==> src/rtl/rtc_seq_engine.sv <==
// Register-sequence engine for the parallel-bus RTC: walks NUM_REGS registers, one address+data bus cycle each.
// Optional read-back sweep enabled by defining RTC_SEQ_READBACK_EN.
module rtc_seq_engine #(
    parameter int NUM_REGS     = 11,
    parameter int PHASE_CYCLES = 5,
    parameter int IDX_W        = 4
) (
    input  logic                clk,
    input  logic                reset,
    input  logic                start,
    input  logic                mode,
    output logic                busy,
    output logic                done,
    output logic [IDX_W-1:0]    reg_idx,
    output logic [NUM_REGS-1:0] addr_sel,
    output logic [1:0]          data_sel,
    output logic                drive_bus,
    output logic                ctrl_sel,
    output logic                rd_capture,
    output logic                a_d,
    output logic                cs,
    output logic                rd,
    output logic                wr
);

    localparam int CNT_W = $clog2(PHASE_CYCLES + 1);
    localparam logic [CNT_W-1:0] CNT_LAST = CNT_W'(PHASE_CYCLES - 1);
    localparam logic [IDX_W-1:0] IDX_LAST = IDX_W'(NUM_REGS - 1);

`ifdef RTC_SEQ_READBACK_EN
    localparam logic READBACK = 1'b1;
`else
    localparam logic READBACK = 1'b0;
`endif

    typedef enum logic [3:0] {
        IDLE,
        ADDR_SU,
        ADDR_STB,
        ADDR_HLD,
        DATA_SU,
        DATA_STB,
        DATA_HLD,
        NEXT,
        DONE
    } state_t;

    state_t           state;
    state_t           state_next;
    logic [CNT_W-1:0] phase_cnt;
    logic             mode_q;
    logic             timed;
    logic             phase_last;

    assign timed      = (state inside {ADDR_SU, ADDR_STB, ADDR_HLD, DATA_SU, DATA_STB, DATA_HLD});
    assign phase_last = (phase_cnt == CNT_LAST);

    always_comb begin
        state_next = state;
        case (state)
            IDLE:     if (start)      state_next = ADDR_SU;
            ADDR_SU:  if (phase_last) state_next = ADDR_STB;
            ADDR_STB: if (phase_last) state_next = ADDR_HLD;
            ADDR_HLD: if (phase_last) state_next = DATA_SU;
            DATA_SU:  if (phase_last) state_next = DATA_STB;
            DATA_STB: if (phase_last) state_next = DATA_HLD;
            DATA_HLD: if (phase_last) state_next = (reg_idx < IDX_LAST) ? NEXT : DONE;
            NEXT:                     state_next = ADDR_SU;
            DONE:                     state_next = IDLE;
            default:                  state_next = IDLE;
        endcase
    end

    // The phase counter restarts on every state change so each timed state lasts PHASE_CYCLES.
    always_ff @(posedge clk or posedge reset) begin
        if (reset) begin
            state     <= IDLE;
            phase_cnt <= '0;
            reg_idx   <= '0;
            mode_q    <= 1'b0;
        end else begin
            state <= state_next;
            if (state_next != state) begin
                phase_cnt <= '0;
            end else if (timed) begin
                phase_cnt <= phase_cnt + CNT_W'(1);
            end
            if (state == IDLE && start) begin
                reg_idx <= '0;
                mode_q  <= mode & READBACK;
            end else if (state == NEXT) begin
                reg_idx <= reg_idx + IDX_W'(1);
            end
        end
    end

    always_comb begin
        busy       = (state != IDLE);
        done       = (state == DONE);
        ctrl_sel   = busy;
        a_d        = 1'b1;
        cs         = 1'b1;
        rd         = 1'b1;
        wr         = 1'b1;
        addr_sel   = '0;
        data_sel   = 2'b00;
        drive_bus  = 1'b0;
        rd_capture = 1'b0;
        case (state)
            ADDR_SU, ADDR_STB, ADDR_HLD: begin
                cs        = 1'b0;
                a_d       = 1'b0;
                drive_bus = 1'b1;
                addr_sel  = NUM_REGS'(1) << reg_idx;
                if (state == ADDR_STB) wr = 1'b0;
            end
            DATA_SU, DATA_STB, DATA_HLD: begin
                cs        = 1'b0;
                drive_bus = ~mode_q;
                // First register takes the init constant, the last (command) register external data.
                if (!mode_q) begin
                    if (reg_idx == '0)          data_sel = 2'b01;
                    else if (reg_idx == IDX_LAST) data_sel = 2'b00;
                    else                        data_sel = 2'b10;
                end
                if (state == DATA_STB) begin
                    if (mode_q) begin
                        rd         = 1'b0;
                        rd_capture = phase_last;
                    end else begin
                        wr = 1'b0;
                    end
                end
            end
            default: begin
            end
        endcase
    end

endmodule

==> config.mk <==
export PLATFORM = sky130hd
export DESIGN_NAME = rtc_seq_engine
export DESIGN_NICKNAME = d
export VERILOG_FILES = /design/src/rtl/rtc_seq_engine.sv
export SDC_FILE = /design/constraint.sdc
export NUM_CORES = 1
export LEC_CHECK = 0
export CORE_UTILIZATION = 41
export DETAILED_ROUTE_END_ITERATION = 6
export PLACE_DENSITY = 0.74
export SLEW_MARGIN = 10
export SYNTH_ARGS = -nofsm -noshare
export SYNTH_HDL_FRONTEND = slang
export SYNTH_SLANG_ARGS = --single-unit
export TNS_END_PERCENT = 20
==> constraint.sdc <==
create_clock -name clk -period 1.5 [get_ports clk]
set_clock_uncertainty 0.15 [all_clocks]
set_input_delay 0.3 -clock clk [delete_from_list [all_inputs] [get_ports clk]]
set_output_delay 0.3 -clock clk [all_outputs]
set_load 0.02 [all_outputs]
Yosys cells after proc, flatten, opt, wreduce, memory -nomap -nowiden
Cells that the tools add are included.
{"block": "word_totals", "latch_bits": 0, "ram_bits": 0, "reg_bits": 11, "mem_count": 0, "output_inout_bits": 26, "inputBits": 4, "rom_bits": 0, "elab_cells": 51}
{"block": "op_classes", "mul": 0, "n_eq_ne": 11, "div_mod_pow": 0, "bitwise_logic": 0, "n_shift": 1, "n_mux": 23, "n_reduce_logical": 10, "n_addsub": 2, "order_cmp": 1}
{"op": "4-bit 2-to-1 mux", "count": 10}
{"op": "4-bit one-hot mux with 8 select lines", "count": 1}
{"op": "4-bit by 3-bit == test with 1-bit output (second input constant)", "count": 4}
{"op": "11-bit 2-to-1 mux", "count": 1}
{"op": "1-bit by 4-bit left shift with 11-bit output (first input constant)", "count": 1}
{"op": "4-bit by 2-bit == test with 1-bit output (second input constant)", "count": 2}
{"op": "4-bit == test (second input constant)", "count": 2}
{"op": "4-bit logical NOT", "count": 2}
{"op": "2-bit 2-to-1 mux", "count": 3}
{"op": "3-bit 2-to-1 mux", "count": 2}
{"op": "6-bit nonzero test", "count": 1}
{"op": "3-bit OR reduction", "count": 2}
{"op": "6-bit OR reduction", "count": 1}
{"op": "1-bit 2-to-1 mux", "count": 5}
{"op": "4-bit by 1-bit adder with 4-bit output (second input constant)", "count": 1}
{"op": "4-bit by 1-bit == test with 1-bit output (second input constant)", "count": 1}
{"op": "4-bit less-than comparator (second input constant)", "count": 1}
{"op": "4-bit inequality test", "count": 1}
{"op": "2-bit nonzero test", "count": 2}
{"op": "4-bit nonzero test", "count": 1}
{"op": "3-bit by 1-bit adder with 3-bit output (second input constant)", "count": 1}
{"op": "3-bit == test (second input constant)", "count": 1}
{"op": "1-bit one-hot mux with 2 select lines", "count": 1}
{"op": "1-bit logical AND", "count": 1}

Depth between registers and ports, before layout
Gate-level depths: netlist of run 1.
{"block": "depth", "word_depth": 6, "mapped_depth": 5, "ltp_nobuf": 5}

Least setup slack after synthesis of run 1
Ideal clock, no wire load.
{"block": "synth_timing", "path_type": "reg2out", "start": "register state[2]", "end": "output port cs", "t_required_ns": 1.050, "arrival_time_ns": 1.558, "n_path_buf": 2, "path_slack_ns": -0.508, "path_stages_with_launch": 6, "cell_sequence": "dfrtp_1 > buf_6 > and3_4 > buf_6 > nor3_1 > inv_1"}
{"block": "synth_between", "elab_chain_len": 3, "word_cells_on_any_way": 8, "classes_between": "6 x eq/ne; 1 x mux; 1 x reduce/logical"}
{"item": "start, declared", "line_no": "48", "source": "state_t state;"}
{"item": "start signal, assigned", "line_no": "82", "source": "state <= state_next;"}
{"item": "4-bit by 1-bit == test with 1-bit output (tied with other cells)", "line_no": "109", "source": "case (state)"}
{"item": "6-bit OR reduction (no source line) *"}
{"item": "1-bit 2-to-1 mux *", "line_no": "109"}
{"item": "end, declared", "line_no": "21", "source": "output logic cs,"}
Mark *: on every way between the ends. The rest lies on a longest branch, timed or not.

Final worst setup path of run 1
{"block": "layout_timing", "start": "register state[0]", "end": "output port done"}
{"block": "layout_between", "elab_chain_len": 1}
{"item": "4-bit == test", "line_no": "99", "source": "done = (state == DONE);"}
{"item": "end, declared", "line_no": "13", "source": "output logic done,"}
No other way between the ends.

==> flow_summary_export.csv, run 1 <==
group,metric,value,unit
outcome,status,"finished, violations left",
outcome,failed_checks,"setup timing",
pwr,ir_worst_vdd,1.52,mV
routing,wl_per_cell,16.7,um
global_route,grt_pass1_vias,1189,
routing,viasPerCell,5.80,
timing,hold_violations,0,
timing,min_period_over_period,130,%
clock_tree,clockBufferDepth,2,
final_layout,final_common_cell,"buf_4",
synthesis,async_flop_share,100,%
timing,rsz0062_at_grt,"true",
place,place_congestion,0.883,
clock_tree,htree_num_levels,1,
pwr,powerDensity,2130,mW/mm^2
synthesis,synth_nets,139,
setup_path,arrival,1490,ps
final_layout,fill_cells,149,
global_route,grt_max_degree,15,
setup_path,required,1050,ps
global_route,grt_util_all_layers,27.7,%
clock_tree,cts_tree,"done",
synthesis,ys_types,43,
synthesis,synth_flop_cell,"dfrtp_1",
timing,layout_setup_ws,-444,ps
clock_tree,cts_root_buf,"clkbuf_4",
flow_run,drv_cap,0,
routing,route.detailed.drc,0,
routing,dr.pass1.iters,4,
timing,period_needed,1940,ps
synthesis,synth_edf_count,0,
clock_tree,numCtsBuffers,3,
place,dp_hpwl,2.25,mm
die,die_w,52.0,um
die,die_h,52.0,um
global_route,antenna_found_initial,0,
synthesis,synth-seq-cells,11,
timing,max_freq,514,MHz
final_layout,syn_to_final_growth,69.7,%
routing,vias,1195,
place,dp_slack,-637,ps
setup_path,startpoint_type,"register",
die,io_pins,30,
final_layout,most-common-layout-cells,"29 x buf_4, 19 x buf_6, 7 x and3_4, 7 x inv_1",
final_layout,drive_above_1_share,63.5,%
routing,drtIter0Drc,29,
synthesis,synth_seq_area_share,26.9,%
synthesis,syn-instance-count,127,
synthesis,netlist_area,0.00102,mm^2
setup_path,critPathCaptureType,"output port",
min_path,hp-class,"primary input to async pin",
setup_path,critPathKind,"register to output port",
die,die_area,0.00270,mm^2
place,portBuffers,26,
clock_tree,clock_sinks,11,
die,rows,17,
final_layout,fin_nets,191,
routing,postRouteAntennaNets,0,
clock_tree,clkSlewWorstSetupHoldPaths,80,ps
die,core_area,0.00228,mm^2
timing,setup_viol,30,
die,initial_utilization,45.0,%
timing,setup_tns,-8870,ps
global_route,overflow,0,
pwr,p_leak,0.783,nW
timing,slew_violations,0,
synthesis,syn_avg_cell_area,8.07,um^2
setup_path,path_max_fanout,8,
routing,wirelength,3.43,mm
final_layout,antenna_cells,0,
synthesis,ys.warnings.count,0,
global_route,grt_pass1_wl,5.54,mm
final_layout,finish.utilization,76.4,%
clock_tree,clkLatencyLatePin,270,ps
synthesized netlist by cell type, drive strengths merged, types with 2 or more instances:
master,count,share of area (%)
clkbuf,4,1.5
a21oi,10,5.3
and2,3,1.8
inv,11,4.0
nand3,3,1.5
or4,3,2.6
o21ai,2,0.98
or3,3,1.8
nand2,6,2.2
o2111ai,2,1.7
o211ai,2,1.5
buf,9,6.2
o31ai,2,1.5
ha,8,9.8
nor2,8,2.9
nor4,4,3.1
nand2b,2,1.2
and4,3,2.6
nor3,5,2.4
and3,8,5.4
dfrtp,11,27
conb,2,0.73
nand3b,3,2.2
cell families after synthesis:
family / Yosys count / share of synthesized area [%]
AOI/OAI and AO/OA: 23 / 14.9
xor gates and xnor gates: 1 / 0.855
adders and majority gates: 8 / 9.77
buffers and inverters: 24 / 11.7
DFF: 11 / 26.9
muxes: 1 / 0.977
other: 2 / 0.733
and+or+nand+nor: 57 / 34.2
per-stage QoR:
step	hold WS (ps)	instances	area, um^2	total power, mW
final	175	206	1740	3.71
after CTS	195	206	1660	3.40
after detailed placement	486	199	1570	3.06
after floorplan	2.17	127	1140	2.05
after global routing	233	206	1740	3.95
after global placement	476	199	1570	2.98
critical path: stages, from the launching register on:
cell	delay (ps)
dfrtp_1	390
buf_4	170
or3_1	420
nor2_2	100
buf_4	140
layer usage:
metal	track usage, %	wire length, um	vias to the layer above
li1	-	-	550
met1	32.9	1440	579
met2	48.5	1730	54
met3	6.43	169	12
met4	9.01	102	0
met5	0	0	-
worst paths after layout:
path                               from  slack (ps)  cells past startpoint      endpoint
max                            state[0]        -440                      4          done
min in group clk           phase_cnt[0]         540                      3  phase_cnt[0]
min reg2reg                phase_cnt[0]         540                      3  phase_cnt[0]
max reg2reg                    state[1]        -250                      5  phase_cnt[1]
max in group asynchronous         reset         680                      2    reg_idx[1]
min                               reset         170                      2  phase_cnt[0]
area by class of cell:
class                      instances  area (um^2)  area share [%]
timing repair buffer              60          517            29.7
clock buffer                       4         26.3            1.51
sequential                        11          282            16.2
inverter                          11         43.8            2.52
tap                               28         35.0            2.01
multi-input combinational         92          836            48.1
where the power goes:
part	switching, mW	internal [mW]	total, mW
Clock	0.105	0.103	0.208
Sequential	0.157	0.427	0.584
Combinational	1.46	1.45	2.91
registers in the layout, summed over array words and instances (netlist names):
signal and flops:
phase_cnt 3, state 4, reg_idx 4
repair_timing:
item                       CTS  global route
setup endpoints to repair   33            35
buffers inserted             4             0
pin swaps                    2             8
resized for setup          124            27
hold buffers                 0             0
No activity file was read; power rests on OpenSTA's default activity.
==> run 2, diff against run 1 <==
--- a/config.mk
+++ b/config.mk
@@ -8,6 +8,7 @@
 export CORE_UTILIZATION = 41
 export DETAILED_ROUTE_END_ITERATION = 6
 export PLACE_DENSITY = 0.74
+export SKIP_CTS_REPAIR_TIMING = 1
 export SLEW_MARGIN = 10
 export SYNTH_ARGS = -nofsm -noshare
 export SYNTH_HDL_FRONTEND = slang
==> flow_summary_export.csv, run 2 (same netlist as run 1, synthesis figures left out) <==
group,metric,value,unit
pwr,p_leak,0.781,nW
routing,wl_met3,169,um
clock_tree,numCtsBuffers,3,
place,dp_slack,-637,ps
clock_tree,clockBufferDepth,2,
outcome,failed_checks,"setup timing",
die,io_pins,30,
setup_path,required,1050,ps
routing,vias,1153,
final_layout,postLayoutCellArea,0.00168,mm^2
setup_path,reg2reg_depth,5,
clock_tree,cts_root_buf,"clkbuf_4",
global_route,grt_pass1_vias,1030,
timing,setup_viol,31,
global_route,grt_pass1_wl,4.78,mm
place,place_congestion,0.883,
final_layout,syn_to_final_growth,63.7,%
routing,wirelength,3.29,mm
setup_path,r2r_end,"phase_cnt[1]",
pwr,power,3.54,mW
flow_run,drv_cap,0,
timing,hold_violations,0,
routing,route.met2.wl,1.66,mm
routing,route.detailed.drc,0,
clock_tree,cts_tree,"done",
pwr,ir_worst_vdd,1.56,mV
setup_path,startpoint_type,"register",
clock_tree,clkLatencyLatePin,270,ps
clock_tree,clock_sinks,11,
setup_path,critPathCaptureType,"output port",
timing,max_freq,518,MHz
place,dp_hpwl,2.25,mm
final_layout,final_common_cell,"buf_4",
timing,hold_slack,176,ps
global_route,antenna_found_initial,0,
global_route,overflow,0,
die,die_h,52.0,um
global_route,grt_util_all_layers,23.8,%
final_layout,final_cells,203,
timing,rsz0062_at_grt,"true",
clock_tree,htree_num_levels,1,
routing,wl_per_cell,16.2,um
place,portBuffers,26,
die,initial_utilization,45.0,%
place,place_area,0.00157,mm^2
routing,highest_layer,"met4",
timing,min_period_over_period,129,%
routing,postRouteAntennaNets,0,
setup_path,critPathKind,"register to output port",
final_layout,reg.largest.list,"reg_idx (4), state (4), phase_cnt (3)",
final_layout,fin_nets,188,
final_layout,most-common-layout-cells,"32 x buf_4, 12 x buf_6, 7 x and3_4, 7 x inv_1",
die,die_area,0.00270,mm^2
setup_path,arrival,1480,ps
setup_path,r2r_setup_slack,-250,ps
die,rows,17,
timing,slew_violations,0,
outcome,status,"finished, violations left",
place,dp_cells,199,
routing,dr.pass1.iters,4,
die,core_area,0.00228,mm^2
min_path,hp-class,"primary input to async pin",
final_layout,antenna_cells,0,
final_layout,drive_above_1_share,61.7,%
global_route,grt_max_degree,15,
routing,drtIter0Drc,30,
timing,layout_setup_ws,-432,ps
timing,period_needed,1930,ps
setup_path,path_max_fanout,8,
setup_path,timing.rr.start,"state[1]",
pwr,powerDensity,2110,mW/mm^2
routing,m1WireLength,1.39,mm
clock_tree,clkSlewWorstSetupHoldPaths,80,ps
die,die_w,52.0,um
routing,viasPerCell,5.68,
==> run 2: power by group <==
part	leakage (nW)	internal, mW	switching, mW	total (mW)
clock network	0.0150	0.103	0.105	0.208
registers	0.132	0.427	0.137	0.565
logic	0.634	1.35	1.42	2.77
total	0.781	1.88	1.66	3.54
==> run 2: layout make-up <==
cell class	count	area (um^2)
tap	28	35.0
multi-input combinational	92	828
fill	159	598
timing repair buffer	57	465
sequential	11	282
clock buffer	4	26.3
inverter	11	41.3
==> run 2: worst max-delay path, stage by stage, from the launching register on <==
cell,delay [ps]
dfrtp_2,460
nor4_4,270
buf_6,160
and3_4,200
buf_6,120
==> run 2: how the worst max path moves through the flow <==
stage                    start          end  cells after the start
CTS                   state[2]  addr_sel[6]                      4
floorplan           reg_idx[3]  addr_sel[0]                      3
global placement      state[2]         done                      4
finish                state[3]  addr_sel[6]                      4
detailed placement    state[2]  addr_sel[6]                      4
global route          state[0]           wr                      6
==> run 2: metrics by stage <==
stage | TNS (ps) | util, %
floorplan | -2450 | -
global placement | -11770 | 68.9
detailed placement | -12500 | 68.9
CTS | -19730 | 70.1
global route | -10280 | 73.7
finish | -8550 | 73.7
==> run 2: routing by layer <==
metal	vias up	track usage (%)
met4	0	3.60
met3	8	4.97
li1	548	-
met5	-	0
met2	46	40.2
met1	551	31.4
